`src/rtl/ebob_pkg.sv`:
```
// Shared types and defaults for the subtractive-Euclid GCD engine.
package ebob_pkg;

  localparam int EBOB_WIDTH = 4;

  typedef enum logic [1:0] {
    LOAD = 2'd0,
    CALC = 2'd1,
    DONE = 2'd2
  } state_t;

endpackage

```
`src/rtl/ebob_step.sv`:
```
// One combinational Euclid step: reduce the larger operand, or flag completion.
module ebob_step #(
  parameter int WIDTH = 4
) (
  input  logic [WIDTH-1:0] a,
  input  logic [WIDTH-1:0] b,
  output logic [WIDTH-1:0] next_a,
  output logic [WIDTH-1:0] next_b,
  output logic             finished,
  output logic [WIDTH-1:0] result
);

  // A zero operand yields the other one, which also covers gcd(0,0)=0.
  assign finished = (a == '0) || (b == '0) || (a == b);
  assign result   = (a == '0) ? b : a;
  assign next_a   = (a > b) ? a - b : a;
  assign next_b   = (a < b) ? b - a : b;

endmodule

```
`src/rtl/ebob.sv`:
```
// Free-running GCD engine: latches operands, subtracts once per clock,
// holds the result until the operands change.
module ebob
  import ebob_pkg::*;
#(
  parameter int WIDTH = EBOB_WIDTH
) (
  input  logic             clk,
  input  logic             clkrst,
  input  logic [WIDTH-1:0] numb1,
  input  logic [WIDTH-1:0] numb2,
  output logic [WIDTH-1:0] ebobb,
  output logic             done
);

  state_t           state, state_d;
  logic [WIDTH-1:0] a, b, op1, op2;
  logic [WIDTH-1:0] a_d, b_d, op1_d, op2_d, ebobb_d;
  logic             done_d;

  logic [WIDTH-1:0] step_a, step_b, step_res;
  logic             step_fin;

  ebob_step #(.WIDTH(WIDTH)) u_step (
    .a        (a),
    .b        (b),
    .next_a   (step_a),
    .next_b   (step_b),
    .finished (step_fin),
    .result   (step_res)
  );

  always_comb begin
    state_d = state;
    a_d     = a;
    b_d     = b;
    op1_d   = op1;
    op2_d   = op2;
    ebobb_d = ebobb;
    done_d  = done;
    case (state)
      LOAD: begin
        a_d     = numb1;
        b_d     = numb2;
        op1_d   = numb1;
        op2_d   = numb2;
        done_d  = 1'b0;
        state_d = CALC;
      end
      CALC: begin
        if (step_fin) begin
          ebobb_d = step_res;
          done_d  = 1'b1;
          state_d = DONE;
        end else begin
          a_d = step_a;
          b_d = step_b;
        end
      end
      DONE: begin
        // Operands are only compared here; changes mid-compute are ignored.
        if (numb1 != op1 || numb2 != op2) begin
          done_d  = 1'b0;
          state_d = LOAD;
        end
      end
      default: state_d = LOAD;
    endcase
  end

  always_ff @(posedge clk or negedge clkrst) begin
    if (!clkrst) begin
      state <= LOAD;
      a     <= '0;
      b     <= '0;
      op1   <= '0;
      op2   <= '0;
      ebobb <= '0;
      done  <= 1'b0;
    end else begin
      state <= state_d;
      a     <= a_d;
      b     <= b_d;
      op1   <= op1_d;
      op2   <= op2_d;
      ebobb <= ebobb_d;
      done  <= done_d;
    end
  end

endmodule

```
`config.mk`:
```
export PLATFORM = sky130hd
export DESIGN_NAME = ebob
export DESIGN_NICKNAME = d
export VERILOG_FILES = /design/src/rtl/ebob_pkg.sv /design/src/rtl/ebob_step.sv /design/src/rtl/ebob.sv
export SDC_FILE = /design/constraint.sdc
export NUM_CORES = 1
export LEC_CHECK = 0
export BUFFER_PORTS_ARGS = -buffer_cell sky130_fd_sc_hd__buf_2
export CAP_MARGIN = 30
export CORE_MARGIN = 2
export CORE_UTILIZATION = 40
export CTS_BUF_LIST = sky130_fd_sc_hd__clkbuf_8
export DETAILED_ROUTE_END_ITERATION = 10
export HOLD_SLACK_MARGIN = 0.06
export PLACE_DENSITY_LB_ADDON = 0.12
export REMOVE_ABC_BUFFERS = 1
export SLEW_MARGIN = 5
export SYNTH_ARGS = -nofsm -noshare
export SYNTH_HDL_FRONTEND = slang
export SYNTH_SLANG_ARGS = --single-unit
```
`constraint.sdc`:
```
create_clock -name clk -period 4.3 [get_ports clk]
set_input_delay 1.075 -clock clk [delete_from_list [all_inputs] [get_ports clk]]
set_output_delay 1.075 -clock clk [all_outputs]
set_load 0.1 [all_outputs]
```
Yosys cells after proc, flatten, opt, wreduce, memory -nomap -nowiden
Cells that the tools add are included.

storage, ports and cells
  register bits = 23
  input bits = 10
  output and inout port bits = 5
  word-level logic and storage cells = 47

operators by class
  add/sub/neg operators = 2
  $lt $le $gt $ge = 2
  equal/unequal tests = 10
  mux-type cells = 13
  reductions and logical operators = 13

operator list
  kind                  count
  $mux W4               5
  $pmux W4 S2           2
  $reduce_and A3 Y1     3
  $logic_not A4 Y1      2
  $ne A4 B4 Y1          2
  $sub A4 B4 Y4         2
  $ne A2 B2 Y1 const B  3
  $pmux W2 S3           1
  $eq A4 B4 Y1          1
  $gt A4 B4 Y1          1
  $lt A4 B4 Y1          1
  $mux W2               2
  $ne A2 B1 Y1 const B  2
  $reduce_and A2 Y1     2
  $logic_or A1 B1 Y1    3
  $pmux W1 S3           1
  $reduce_bool A3 Y1    1
  $eq A2 B1 Y1 const B  1
  $eq A2 B2 Y1 const B  1
  $logic_not A2 Y1      1
  $mux W1               2
  $reduce_bool A2 Y1    1

Logic depth before layout (Yosys ltp)
  depth after elaboration = 5
  mapped depth = 8

Cells and area by module
From an unflattened synthesis, not the netlist that was laid out.

unflattened totals
  cell total of the unflattened synthesis = 140
  area total of the unflattened synthesis = 1453.9 um^2

modules (own cells, without submodules)
  module     instances  cells an instance  area each (um^2)
  ebob       1          89                 1044.8
  ebob_step  1          51                 409.1

Worst setup path before layout
Ideal clock, no wire load.

  path type = register -> register
  from = register a[0]
  to = register a[2]
  setup time = 0.125 ns
  data arrival time = 1.908 ns
  required time = 4.175 ns
  slack = 2.268 ns
  cell stages (with the launch flop) = 9
  buffers on the path = 0
  cells stage by stage = dfrtp_1 inv_1 ha_1 inv_1 fa_1 nand3_1 a21oi_1 a21oi_4 mux2_2

on the way
  longest elaborated chain between the ends = 5

ends and longest elaborated chain
  item                                                   RTL line    RTL
  start, declared                                        ebob.sv:17  logic [WIDTH-1:0] a, b, op1, op2;
  start signal, assigned                                 ebob.sv:74  a <= '0;
  start signal, assigned                                 ebob.sv:82  a <= a_d;
  branches (longest 5 deep; another with $sub A4 B4 Y4)  --

Several ways; the timed one is not identified. The select of a mux whose other input is x is not followed.
A chain may end at the register's enable or synchronous reset.

Worst setup path after layout
  from = register a[0]
  to = register a[3]

The elaborated chain is that of the path after synthesis.

==> summary.md <==
The run finished with clean final reports. After detailed routing, the total wire length is 2942 µm. The kind of path behind the tightest hold check is flip-flop to flip-flop. The detailed-route via count is 984. For the sum of met3 wire segment lengths after detailed routing, the log shows 112 µm.

The per-cell routed wire length is 15.90 µm. Setup repair after global routing left no endpoint under its margin. Setup total negative slack on the finished layout was measured at 0 ps.

In this run the cell area of the synthesized design comes to 1391 µm². For this run, the number of Yosys warnings is 0. The library cells used most frequently in the layout, excluding fill and tap cells, are sky130_fd_sc_hd__dfrtp_1 (23), sky130_fd_sc_hd__a21oi_1 (16), sky130_fd_sc_hd__buf_2 (14), sky130_fd_sc_hd__nor2_1 (11), sky130_fd_sc_hd__mux2_2 (10).

The die outline area is 3966 µm². After synthesis the netlist holds a flip-flop and latch count of 23. The logs give 181 for the number of instances in the placed design and 0 for the final setup violation count. The tools report the critical path startpoint category as a flip-flop. Based on the critical path, the design can be clocked at up to 429.0 MHz.

The run gives 7.107 ps as the maximum clock skew at final layout. The logs give 0.5615 for the headroom to the max-slew limit and 0 for the number of endpoints with negative hold slack in the final report. Yosys mapped a number of flops with a built-in enable equal to 0.

The first global-routing pass estimated 5112 µm of wire. Clock tree synthesis inserted a total of 3 buffers. Clock-pin slew was measured on the worst setup and hold paths at 80 ps. After detailed routing, the number of remaining DRC violations is 0.

At the end of routability-driven placement, the weighted congestion stood at 0.8456. The HPWL after detailed placement is 2273 µm. The first detailed-routing pass ran for 4 iterations.

The depth of the worst register-to-register path came out at 8. For the pin with the worst max-slew slack, the measured transition is 657.1 ps. The later-pin clock latency in the skew report was 280 ps; the clock period minus final worst setup slack was 2331 ps. The routed length on met1 was 1346 µm; the height of the die was 62.98 µm. 15 I/O pins were placed. Highest metal layer with signal wires: met4. In this run the remaining antenna-violating nets after routing total 0. The number of fill cells was 344. In this run the mean area of a mapped cell was 11.13 µm². The pin count of the biggest net entering global routing is 24, and the maximum fanout count along the critical path is 4.

For this design, the slowest cell found on the critical path is sky130_fd_sc_hd__dfrtp_1. For this design, the CTS-stage hold fixing added 0 buffers. Most used cell along the critical path: sky130_fd_sc_hd__inv_1. Along the worst hold path, the cell count comes to 2.

Counting every sink on the clock net gives 23. Summed over all nets, wire length on met2 after detailed routing comes to 1429 µm. The logs give 0 for the final count of pins violating max slew and 185 for the number of non-filler instances in the completed layout. The final period utilization is 0.5422, and the number of distinct library cells after synthesis is 33.

The starting density of the core was 0.4169; the overall die width was 62.98 µm. Leaving out fill and tap cells, the most frequent cell in the layout is sky130_fd_sc_hd__dfrtp_1. The global router's overall resource usage was 0.1684; the number of global-route vias before repair was 1053.

In the synthesized netlist, the number of instances is 125. Buffers placed on the I/O ports in this run total 14. The via-per-instance ratio was 5.319; the number of design-rule violations left by the first detailed-router iteration was 33.

The number of antenna violations at the first check in global routing was 0. The leftover overflow at the end of global routing is 0. The largest buffer count on any clock path is 2. The area growth from synthesis to layout was 11.15%; the signal arrival time at the worst endpoint was 2490 ps. Walking the worst path, the cells encountered are inv_1, ha_1, inv_1, fa_1, nand3_1, a21oi_1, a21oi_4, mux2_2.

The number of rows created at floorplan was 21; the highest cell delay on the worst timing path was 470 ps. Post-CTS repair changed the size of 0 cells. The post-synthesis async set-or-reset flop share came out at 1.000. Most used flip-flop cell after synthesis: sky130_fd_sc_hd__dfrtp_1. The setup fix buffers added after clock tree synthesis was 0. The fraction of layout cells with a size suffix above 1 was 0.2590. The run gives 0.4137 as the fraction of the yosys area taken by sequential cells. Floorplan core area: 3337 µm². The critical path is of the flip-flop to flip-flop type. The tool flagged a number of max-cap violations equal to 0. The logs give 1 for the deepest level of the CTS H-tree and 159 for the count of nets after finishing.

The endpoint required time on the critical path was 4460 ps. TritonCTS built the clock tree. The repair_antennas step left the layout with diodes totalling 0. The endpoint class of the critical path is a flip-flop. The tools report the library cell used as clock root buffer as sky130_fd_sc_hd__clkbuf_8.
synth_stat cells, types with 2 or more instances:
library cell	number	area (µm²)
sky130_fd_sc_hd__a221o_1	2	20.02
sky130_fd_sc_hd__ha_1	7	87.58
sky130_fd_sc_hd__a21oi_1	16	80.08
sky130_fd_sc_hd__fa_1	2	40.04
sky130_fd_sc_hd__xor2_1	8	70.07
sky130_fd_sc_hd__nor2_1	11	41.29
sky130_fd_sc_hd__dfrtp_1	23	575.6
sky130_fd_sc_hd__xnor2_1	2	17.52
sky130_fd_sc_hd__inv_1	9	33.78
sky130_fd_sc_hd__o2111a_1	2	22.52
sky130_fd_sc_hd__nand2_1	3	11.26
sky130_fd_sc_hd__mux2_2	10	112.6
sky130_fd_sc_hd__mux2i_1	6	60.06
sky130_fd_sc_hd__buf_2	3	15.01
sky130_fd_sc_hd__o21ai_0	3	15.01
worst max-delay path, delay by kind of cell, from the launching register on:
family / cells / cell delay (ps)
mux: 1 / 370
flops: 1 / 470
simple gates: 1 / 180
compound gates: 2 / 390
fa+ha+maj: 2 / 640
buf+inv: 2 / 190
area by class of cell:
class / instances / area (µm²) / share of cell area
clock inverter: 1 / 5.005 / 0.003236
clock buffer: 3 / 41.29 / 0.02670
tap: 46 / 57.56 / 0.03722
timing repair buffer: 14 / 70.07 / 0.04531
inverter: 9 / 33.78 / 0.02184
multi-input combinational: 89 / 763.2 / 0.4935
sequential: 23 / 575.6 / 0.3722
worst paths after layout:
check | startpoint | endpoint | slack, ps
worst max-delay path | a[0] | a[3] | 1970
worst min-delay path | done | done | 500
worst max register to register | a[0] | a[3] | 1970
worst min register to register | done | done | 500
max in group asynchronous | clkrst | op1[2] | 3190
min in group asynchronous | clkrst | a[1] | 760
sequential cells by signal, summed over array words and instances, names as in the netlist:
signal and flops:
a 4, b 4, ebobb 4, op1 4, op2 4, state 2
done 1
metal layers:
layer	GRT usage	up-vias
li1	-	469
met1	0.2208	488
met2	0.2739	20
met3	0.02883	7
met4	0.06944	0
met5	0	-
cell families after synthesis:
| kind of cell | count (synthesis) | synth area share |
|---|---|---|
| XOR/XNOR | 10 | 0.06295 |
| AND/OR/NAND/NOR | 25 | 0.1106 |
| adder cells (fa/ha/maj) | 9 | 0.09172 |
| buffers and inverters | 13 | 0.03776 |
| flip-flops | 23 | 0.4137 |
| AO/OA/AOI/OAI | 28 | 0.1484 |
| multiplexers | 17 | 0.1349 |
through the flow:
step	area [µm²]	setup slack, ps	hold WS [ps]	utilization
2_1_floorplan	1373	2268	500.8	-
3_3_place_gp	1500	2033	477.9	0.4496
3_5_place_dp	1500	2014	485.1	0.4496
4_1_cts	1546	1993	506.9	0.4634
5_1_grt	1546	1911	545.7	0.4634
6_report	1546	1969	501.1	0.4634
Power is left out: the tool's default activity adds up to more than one toggle a clock period on the data nets, which glitch-free logic cannot reach.
